==> src/rtl/axil_pkg.sv <==
// Purpose: shared FSM state type and AXI-lite response/address constants for axil_cmd_master.
// Latency: none (types and constants only).
// Backpressure: none (types and constants only).
package axil_pkg;

  // Master sequencing states
  typedef enum logic [2:0] {
    IDLE  = 3'd0,
    WRITE = 3'd1,
    READ  = 3'd2,
    RESP  = 3'd3,
    FAULT = 3'd4
  } state_t;

  // AXI response codes; DECERR doubles as the local timeout code
  localparam logic [1:0] RESP_OKAY   = 2'b00;
  localparam logic [1:0] RESP_SLVERR = 2'b10;
  localparam logic [1:0] RESP_DECERR = 2'b11;

  // Word addressing: 32-bit words, low two byte-address bits dropped
  localparam int ADDRLSB = 2;
  localparam int DATA_W  = 32;
  localparam int STRB_W  = DATA_W / 8;

endpackage

==> src/rtl/axil_watchdog.sv <==
// Purpose: saturating cycle counter that flags a stalled AXI-lite transaction.
// Latency: expired rises LIMIT enabled cycles after the last clear (registered count, combinational compare).
// Backpressure: none; clear has priority over enable, the count holds once expired.
module axil_watchdog #(
  parameter int LIMIT = 16
) (
  input  logic clk,
  input  logic reset,
  input  logic clear,
  input  logic enable,
  output logic expired
);

  localparam int CW = $clog2(LIMIT + 1);

  logic [CW-1:0] count;

  assign expired = (count == CW'(LIMIT));

  // Count enabled cycles since the last clear, stopping at the limit
  always_ff @(posedge clk) begin
    if (reset || clear) begin
      count <= '0;
    end else if (enable && !expired) begin
      count <= count + 1'b1;
    end
  end

endmodule

==> src/rtl/axil_cmd_master.sv <==
// Purpose: turns one valid/ready register command into a single AXI-lite AW/W/B or AR/R transaction.
// Latency: AXI valids one cycle after command accept; o_rsp_valid one cycle after the B/R handshake.
// Backpressure: one transaction outstanding; o_cmd_ready low until the response is taken by i_rsp_ready.
// Optional: define AXIL_MASTER_TIMEOUT_EN to add the stall watchdog, 2'b11 timeout response and sticky FAULT state.
module axil_cmd_master
  import axil_pkg::*;
#(
  parameter int C_AXI_ADDR_WIDTH = 4,
  parameter bit OPT_LOWPOWER     = 1'b0,
  parameter int TIMEOUT_CYCLES   = 16
) (
  input  logic                        i_clk,
  input  logic                        i_reset,
  // command
  input  logic                        i_cmd_valid,
  output logic                        o_cmd_ready,
  input  logic                        i_cmd_we,
  input  logic [C_AXI_ADDR_WIDTH-1:0] i_cmd_addr,
  input  logic [DATA_W-1:0]           i_cmd_data,
  input  logic [STRB_W-1:0]           i_cmd_strb,
  // response
  output logic                        o_rsp_valid,
  input  logic                        i_rsp_ready,
  output logic [DATA_W-1:0]           o_rsp_data,
  output logic [1:0]                  o_rsp_resp,
  output logic                        o_fault,
  // AXI-lite write address
  output logic                        M_AXI_AWVALID,
  input  logic                        M_AXI_AWREADY,
  output logic [C_AXI_ADDR_WIDTH-1:0] M_AXI_AWADDR,
  output logic [2:0]                  M_AXI_AWPROT,
  // AXI-lite write data
  output logic                        M_AXI_WVALID,
  input  logic                        M_AXI_WREADY,
  output logic [DATA_W-1:0]           M_AXI_WDATA,
  output logic [STRB_W-1:0]           M_AXI_WSTRB,
  // AXI-lite write response
  input  logic                        M_AXI_BVALID,
  output logic                        M_AXI_BREADY,
  input  logic [1:0]                  M_AXI_BRESP,
  // AXI-lite read address
  output logic                        M_AXI_ARVALID,
  input  logic                        M_AXI_ARREADY,
  output logic [C_AXI_ADDR_WIDTH-1:0] M_AXI_ARADDR,
  output logic [2:0]                  M_AXI_ARPROT,
  // AXI-lite read data
  input  logic                        M_AXI_RVALID,
  output logic                        M_AXI_RREADY,
  input  logic [DATA_W-1:0]           M_AXI_RDATA,
  input  logic [1:0]                  M_AXI_RRESP
);

  localparam int AW = C_AXI_ADDR_WIDTH;
  localparam int C_AXI_DATA_WIDTH = DATA_W;

  // Mask that clears the sub-word byte-address bits
  localparam logic [AW-1:0] WORD_MASK = ~{{(AW-ADDRLSB){1'b0}}, {ADDRLSB{1'b1}}};

  state_t state, next_state;

  logic                  aw_vld_q, w_vld_q, ar_vld_q;
  logic [AW-1:0]         awaddr_q, araddr_q;
  logic [C_AXI_DATA_WIDTH-1:0] wdata_q;
  logic [STRB_W-1:0]     wstrb_q;
  logic [DATA_W-1:0]     rsp_data_q;
  logic [1:0]            rsp_resp_q;
  logic                  fault_q;
  logic                  wd_expired;

  logic                  cmd_accept;
  logic                  aw_hs, w_hs, ar_hs, b_hs, r_hs;
  logic                  timeout_fire;
  logic [AW-1:0]         cmd_addr_word;

  assign cmd_addr_word = i_cmd_addr & WORD_MASK;

  assign cmd_accept = i_cmd_valid && o_cmd_ready;
  assign aw_hs      = aw_vld_q && M_AXI_AWREADY;
  assign w_hs       = w_vld_q && M_AXI_WREADY;
  assign ar_hs      = ar_vld_q && M_AXI_ARREADY;
  // Responses drained in FAULT are discarded, so only count them in the live states
  assign b_hs       = M_AXI_BVALID && M_AXI_BREADY && (state == WRITE);
  assign r_hs       = M_AXI_RVALID && M_AXI_RREADY && (state == READ);
  // A real response arriving on the expiry cycle wins over the timeout
  assign timeout_fire = wd_expired &&
                        (((state == WRITE) && !b_hs) || ((state == READ) && !r_hs));

  // State register
  always_ff @(posedge i_clk) begin
    if (i_reset) begin
      state <= IDLE;
    end else begin
      state <= next_state;
    end
  end

  // Next-state decode
  always_comb begin
    next_state = state;
    case (state)
      IDLE: begin
        if (cmd_accept) begin
          next_state = i_cmd_we ? WRITE : READ;
        end
      end
      WRITE: begin
        if (b_hs || timeout_fire) begin
          next_state = RESP;
        end
      end
      READ: begin
        if (r_hs || timeout_fire) begin
          next_state = RESP;
        end
      end
      RESP: begin
        if (i_rsp_ready) begin
          next_state = fault_q ? FAULT : IDLE;
        end
      end
      FAULT:   next_state = FAULT;
      default: next_state = IDLE;
    endcase
  end

  // State-decoded handshake outputs
  always_comb begin
    o_cmd_ready  = 1'b0;
    M_AXI_BREADY = 1'b0;
    M_AXI_RREADY = 1'b0;
    o_rsp_valid  = 1'b0;
    case (state)
      IDLE:  o_cmd_ready  = !i_reset;
      WRITE: M_AXI_BREADY = 1'b1;
      READ:  M_AXI_RREADY = 1'b1;
      RESP:  o_rsp_valid  = 1'b1;
      FAULT: begin
        M_AXI_BREADY = 1'b1;
        M_AXI_RREADY = 1'b1;
      end
      default: ;
    endcase
  end

  // Channel valids: raised at accept, dropped by their own handshake or a timeout
  always_ff @(posedge i_clk) begin
    if (i_reset) begin
      aw_vld_q <= 1'b0;
      w_vld_q  <= 1'b0;
      ar_vld_q <= 1'b0;
    end else if (timeout_fire) begin
      aw_vld_q <= 1'b0;
      w_vld_q  <= 1'b0;
      ar_vld_q <= 1'b0;
    end else begin
      if (cmd_accept && i_cmd_we) begin
        aw_vld_q <= 1'b1;
        w_vld_q  <= 1'b1;
      end
      if (cmd_accept && !i_cmd_we) begin
        ar_vld_q <= 1'b1;
      end
      if (aw_hs) aw_vld_q <= 1'b0;
      if (w_hs)  w_vld_q  <= 1'b0;
      if (ar_hs) ar_vld_q <= 1'b0;
    end
  end

  // Channel payloads: captured only at accept so they stay stable while valid waits
  always_ff @(posedge i_clk) begin
    if (i_reset) begin
      awaddr_q <= '0;
      araddr_q <= '0;
      wdata_q  <= '0;
      wstrb_q  <= '0;
    end else if (cmd_accept) begin
      if (i_cmd_we) begin
        awaddr_q <= cmd_addr_word;
        wdata_q  <= i_cmd_data;
        wstrb_q  <= i_cmd_strb;
      end else begin
        araddr_q <= cmd_addr_word;
      end
    end
  end

  // Response capture; held untouched through RESP until the consumer takes it
  always_ff @(posedge i_clk) begin
    if (i_reset) begin
      rsp_data_q <= '0;
      rsp_resp_q <= RESP_OKAY;
    end else if (b_hs) begin
      rsp_data_q <= '0;
      rsp_resp_q <= M_AXI_BRESP;
    end else if (r_hs) begin
      rsp_data_q <= M_AXI_RDATA;
      rsp_resp_q <= M_AXI_RRESP;
    end else if (timeout_fire) begin
      rsp_data_q <= '0;
      rsp_resp_q <= RESP_DECERR;
    end
  end

`ifdef AXIL_MASTER_TIMEOUT_EN
  logic wd_clear;
  logic wd_enable;

  // Any forward progress on a request channel restarts the stall window
  assign wd_clear  = cmd_accept || aw_hs || w_hs || ar_hs;
  assign wd_enable = (state == WRITE) || (state == READ);

  axil_watchdog #(
    .LIMIT (TIMEOUT_CYCLES)
  ) u_watchdog (
    .clk     (i_clk),
    .reset   (i_reset),
    .clear   (wd_clear),
    .enable  (wd_enable),
    .expired (wd_expired)
  );

  // Sticky fault flag: only a reset clears it
  always_ff @(posedge i_clk) begin
    if (i_reset) begin
      fault_q <= 1'b0;
    end else if (timeout_fire) begin
      fault_q <= 1'b1;
    end
  end
`else
  assign wd_expired = 1'b0;
  assign fault_q    = 1'b0;
`endif

  assign o_fault    = fault_q;
  assign o_rsp_data = rsp_data_q;
  assign o_rsp_resp = rsp_resp_q;

  assign M_AXI_AWVALID = aw_vld_q;
  assign M_AXI_WVALID  = w_vld_q;
  assign M_AXI_ARVALID = ar_vld_q;
  assign M_AXI_AWPROT  = 3'b000;
  assign M_AXI_ARPROT  = 3'b000;

  // Low-power build keeps payload lines quiet whenever their valid is low
  assign M_AXI_AWADDR = (OPT_LOWPOWER && !aw_vld_q) ? '0 : awaddr_q;
  assign M_AXI_WDATA  = (OPT_LOWPOWER && !w_vld_q)  ? '0 : wdata_q;
  assign M_AXI_WSTRB  = (OPT_LOWPOWER && !w_vld_q)  ? '0 : wstrb_q;
  assign M_AXI_ARADDR = (OPT_LOWPOWER && !ar_vld_q) ? '0 : araddr_q;

endmodule

==> config.mk <==
export PLATFORM = sky130hd
export DESIGN_NAME = axil_cmd_master
export DESIGN_NICKNAME = d
export VERILOG_FILES = /design/src/rtl/axil_pkg.sv /design/src/rtl/axil_watchdog.sv /design/src/rtl/axil_cmd_master.sv
export SDC_FILE = /design/constraint.sdc
export NUM_CORES = 1
export LEC_CHECK = 0
export BUFFER_PORTS_ARGS = -buffer_cell sky130_fd_sc_hd__buf_2
export CORE_UTILIZATION = 44
export DETAILED_ROUTE_END_ITERATION = 8
export PLACE_DENSITY = 0.8
export SETUP_SLACK_MARGIN = 0.02
export SLEW_MARGIN = 30
export SYNTH_ARGS = -nofsm -noshare
export SYNTH_HDL_FRONTEND = slang
export SYNTH_HIERARCHICAL = 1
export SYNTH_SLANG_ARGS = --single-unit
==> constraint.sdc <==
create_clock -name i_clk -period 2.2 [get_ports i_clk]
set_input_delay 0.44 -clock i_clk [delete_from_list [all_inputs] [get_ports i_clk]]
set_output_delay 0.44 -clock i_clk [all_outputs]
set_load 0.05 [all_outputs]
==> results.toml, run 1 <==
[min_path]
hold_class = "input pin to flop"
min_from = "M_AXI_AWREADY"

[setup_path]
crit_arrival_ns = 1.55
cp_data_required_time_ns = 1.76
setup.worst_path.end_class = "primary output"
crit-reg2reg-launch = "state[2]"
worst_setup_path_start_kind = "flop"
critPathMaxFanout = 4
cp-startpoint = "state[2]"
worstSetupPathType = "flop to primary output"

[final_layout]
final_net_count = 620
diodes = 0
mostFrequentLayoutCell = "buf_2"
fin_util = 0.6115
drive_gt1_frac = 0.3748
layoutNonFillerInstCount = 635
layout_common_cells = "164 x buf_2, 80 x dfxtp_1, 73 x a21oi_1, 67 x nand2_1"
fill_cells = 665
seq_area_um2 = 1602
multi_input_area_um2 = 1336
syn2layout_area_growth_pct = 32.79

[place]
port_buffers = 164
gp_congestion = 0.7347
dp.cells = 619
dp_hpwl_um = 5837

[logic_synthesis]
yosys.area_share.simple = 0.1942
synthesis.instances = 381
synth_fa_ha_area_frac = 0
synth-compound-area-share = 0.1954
synth_seq_cells = 80
ys.flop_type = "dfxtp_1"
ys_async_sr_fraction = 0
yosys_warnings = 6
synth_xor_area_frac = 0.005538
syn_area_um2 = 3163
syn_avg_cell_area_um2 = 8.302
synthMuxAreaShare = 0.009494
synth_edf_count = 0
yosysUniqueCellTypes = 32
seq_area_frac_synth = 0.5063
synth_top_family_by_area = "compound AO/OA/AOI/OAI gates"

[drt]
routed_wl_um = 8206
vias = 3176
via_per_inst = 5.002
drt_iter0_markers = 95
drc = 0
ant_nets = 0
routedWlPerCell_um = 12.92
dr.pass1.iters = 4

[power_and_ir_drop]
vdd_drop_max_mv = 0.4099
leakagePower_uw = 0.001900
pwr_density_cell_nw_per_um2 = 791.2

[clock_tree]
clockBufferDepth = 2
clk_latency_ns = 0.33
ctsResizeCount = 0
cts_tree = "yes"
clock-root-buffer = "clkbuf_8"
clk_pin_slew_ns = 0.09
htree_levels = 3
holdBufCountCts = 0
cts_buffers = 9
cts_num_sinks = 80
postCtsSetupBuffers = 0

[job]
max_cap_viol_count = 0

[global_route]
grt_overflow_total = 0
track_usage = 0.2143
grt_pass1_wl_um = 12790
grt_pass1_vias = 2954
grt_max_degree = 49
grt_antenna_before_repair = 0

[timing]
finalMaxSlewViolations = 0
skew_ns = 0.009051
max_freq_ghz = 0.5022
whs_ns = 0.2767
fin_crit_sh = 0.9051
fin_crit_ns = 1.991
rsz0062_at_grt = "false"
hold_violations = 0
final.setup.tns_ns = 0
setup_viol = 0

[die]
fp.dieH_um = 86.79
ioPinCount = 178
die-area_um2 = 7532
core-area_um2 = 6869
std_cell_rows = 30
start_util = 0.4605
die_x_um = 86.79

[outcome]
run_status = "complete, no violations"
-- flip-flops by register name (all words and copies together), names as in the netlist --
name,cells
M_AXI_WDATA,32
o_rsp_data,32
M_AXI_WSTRB,4
state,3
M_AXI_ARADDR,2
M_AXI_AWADDR,2
o_rsp_resp,2
M_AXI_ARVALID,1
M_AXI_AWVALID,1
M_AXI_WVALID,1
-- worst max-delay path: stages (launching register included) --
cell      delay [ns]
dfxtp_1         0.31
or4_4           0.56
clkinv_4        0.09
buf_2           0.26
-- logic make-up after synthesis --
| kind of cell | Yosys count |
|---|---|
| xor gates and xnor gates | 2 |
| other | 1 |
| and+or+nand+nor | 130 |
| AOI/OAI and AO/OA | 119 |
| DFF | 80 |
| buffers and inverters | 47 |
| muxes | 2 |
-- metal layers --
metal	GRT usage	up-vias	part of all wire
met5	0	-	0
met4	0.07273	0	0.0077
met3	0.05524	7	0.083
met2	0.3958	134	0.49
met1	0.2367	1453	0.42
li1	-	1582	-
-- stage by stage --
| stage | power (uW) | setup slack [ns] | area, um^2 |
|---|---|---|---|
| after floorplan | 2088 | 0.3670 | 3201 |
| after detailed placement | 2264 | 0.4104 | 3993 |
| after global placement | 2248 | 0.4068 | 3993 |
| final | 3323 | 0.2088 | 4200 |
| after global routing | 3466 | 0.1595 | 4200 |
| after CTS | 3359 | 0.1839 | 4200 |
-- path summary, 6_finish.rpt --
kind / cells past startpoint / slack, ns / end
setup / recovery: 3 / 0.21 / o_cmd_ready
hold / removal: 2 / 0.28 / M_AXI_AWVALID
setup reg to reg: 4 / 0.62 / M_AXI_WDATA[24]
hold reg to reg: 2 / 0.45 / o_rsp_data[15]
-- cell usage after synthesis, types with 2 or more instances --
master / count / share of area
buf_1: 3 / 0.0036
mux2_4: 2 / 0.0095
buf_4: 11 / 0.026
nor4bb_1: 2 / 0.0063
nand4bb_1: 2 / 0.0071
o21ai_0: 40 / 0.063
nand2_1: 67 / 0.080
buf_6: 6 / 0.021
nor3_1: 2 / 0.0032
clkbuf_1: 18 / 0.021
xnor2_1: 2 / 0.0055
dfxtp_1: 80 / 0.51
o22ai_2: 2 / 0.0079
nor2_1: 4 / 0.0047
nand2b_1: 4 / 0.0079
o22ai_1: 2 / 0.0040
nand3_1: 40 / 0.063
a21oi_1: 73 / 0.12
nor2b_1: 2 / 0.0040
buf_2: 7 / 0.011
-- cell type report --
cell class / count / share of cell area
inverter: 1 / 0.002085
sequential: 80 / 0.3813
clock inverter: 4 / 0.01251
timing repair buffer: 178 / 0.2204
tap: 96 / 0.02860
clock buffer: 12 / 0.03694
multi-input combinational: 264 / 0.3181
-- where the power goes --
group          total [uW]  switching, uW  internal [uW]
clock network        1100            508            587
logic                 692            504            188
registers            1540           28.3           1510
Power figures use the tool's default switching activity.
==> inputs of run 2 (changes only) <==
--- a/config.mk
+++ b/config.mk
@@ -6,9 +6,8 @@
 export NUM_CORES = 1
 export LEC_CHECK = 0
 export BUFFER_PORTS_ARGS = -buffer_cell sky130_fd_sc_hd__buf_2
-export CORE_UTILIZATION = 44
+export CORE_UTILIZATION = 30
 export DETAILED_ROUTE_END_ITERATION = 8
-export PLACE_DENSITY = 0.8
 export SETUP_SLACK_MARGIN = 0.02
 export SLEW_MARGIN = 30
 export SYNTH_ARGS = -nofsm -noshare
==> run 2 against run 1 <==
Net effect: clock power rose by 6%; highest routed layer unchanged; hold slack worse by 0.019 ns; clock skew about the same; core utilization is 20 points lower; combinational power is essentially flat; die area is 45% higher; sequential cell count stayed put; largest cell class unchanged.
==> results.toml, run 2 (synthesized netlist as in run 1, its figures left out) <==
[outcome]
run_status = "complete, no violations"

[final_layout]
mostFrequentLayoutCell = "buf_2"
fill_cells = 1101
layout_common_cells = "164 x buf_2, 80 x dfxtp_1, 73 x a21oi_1, 67 x nand2_1"
drive_gt1_frac = 0.3724
fin_util = 0.4125
final_net_count = 618
syn2layout_area_growth_pct = 34.02
diodes = 0

[place]
place_ws_ns = 0.3471
dp_hpwl_um = 5826
gp_congestion = 0.7216
port_buffers = 164

[power_and_ir_drop]
pwr_density_cell_nw_per_um2 = 800.6
vdd_drop_max_mv = 0.2601
leakagePower_uw = 0.001906

[die]
ioPinCount = 178
die-area_um2 = 10960
start_util = 0.3078
fp.dieH_um = 104.7
std_cell_rows = 37
core-area_um2 = 10280
die_x_um = 104.7

[global_route]
grt_antenna_before_repair = 0
grt_pass1_vias = 2970
grt_max_degree = 49
grt_overflow_total = 0
track_usage = 0.1579
grt_pass1_wl_um = 13760

[timing]
slew_headroom = 0.6576
final.setup.tns_ns = 0
setup_viol = 0
finalMaxSlewViolations = 0
skew_ns = 0.009250
hold_violations = 0
whs_ns = 0.2580
fin_crit_ns = 2.074
finalWorstSetupSlack_ns = 0.1263
rsz0062_at_grt = "false"
max_freq_ghz = 0.4822
tightest_slew_ns = 0.5135
fin_crit_sh = 0.9426

[drt]
ant_nets = 0
dr.pass1.iters = 4
routed_wl_um = 8596
drt_iter0_markers = 214
vias = 3202
via_per_inst = 4.758
routedWlPerCell_um = 12.77
drc = 0

[setup_path]
critPathMaxFanout = 12
worst_setup_path_start_kind = "flop"
max_stage_delay_ns = 0.56
cp_slowest_cell = "or4_4"
crit_arrival_ns = 1.63
setup.worst_path.end_class = "primary output"
path_cells = "or4_4 -> clkinv_4 -> buf_2"
cp_data_required_time_ns = 1.76
worstSetupPathType = "flop to primary output"

[min_path]
hold_class = "input pin to flop"

[clock_tree]
cts_num_sinks = 80
htree_levels = 3
clockBufferDepth = 2
holdBufCountCts = 0
ctsResizeCount = 0
clock-root-buffer = "clkbuf_8"
clk_pin_slew_ns = 0.08
clk_latency_ns = 0.35
cts_tree = "yes"
cts_buffers = 9
postCtsSetupBuffers = 0

[job]
max_cap_viol_count = 0
-- run 2: changes by cell type in the layout (fill, tap and decap cells not counted), sizes merged --
cell / previous run / this run
clkinv: 1 / 5
clkinvlp: 3 / 0
buf: 178 / 176
clkbuf: 12 / 10
bufinv: 1 / 2
-- run 2: power breakdown --
group / switching [uW] / total, uW / internal [uW]
clock network: 532 / 1170 / 636
registers: 27.7 / 1540 / 1510
logic: 505 / 691 / 185
total: 1060 / 3390 / 2330
-- run 2: layer usage --
layer,up-vias,routed length [um],part of all wire,track usage
li1,1580,-,-,-
met1,1468,3877,0.45,0.1892
met2,140,3839,0.45,0.2578
met3,14,691,0.080,0.04242
met4,0,187,0.022,0.08350
met5,-,0,0,0
-- run 2: area by class of cell --
type	instances	area, um^2	area share
clock buffers	10	127.6	0.03011
clock inverters	6	83.83	0.01978
inverters	1	8.758	0.002066
multi-input cells	264	1336	0.3152
flip-flops and latches	80	1602	0.3778
well taps	136	170.2	0.04014
repair buffers	176	910.9	0.2149
-- run 2: critical path, delay by kind of cell, from the launching register on --
kind,cells,cell delay [ns]
buffers and inverters,2,0.41
DFF,1,0.31
and+or+nand+nor,1,0.56
-- run 2: path summary, 6_finish.rpt --
path	slack (ns)	to	cells after the start	start
max reg2reg	0.60	M_AXI_WDATA[21]	4	state[2]
min	0.26	M_AXI_ARVALID	2	M_AXI_ARREADY
max	0.13	o_cmd_ready	3	state[2]
min reg2reg	0.45	o_rsp_data[21]	2	o_rsp_data[21]
-- run 2: per-stage QoR --
stage / total power, uW / cells / area, um^2
global route: 3563 / 673 / 4239
floorplan: 2088 / 391 / 3201
detailed placement: 2266 / 657 / 4028
global placement: 2257 / 657 / 4028
finish: 3394 / 673 / 4239
CTS: 3458 / 673 / 4239
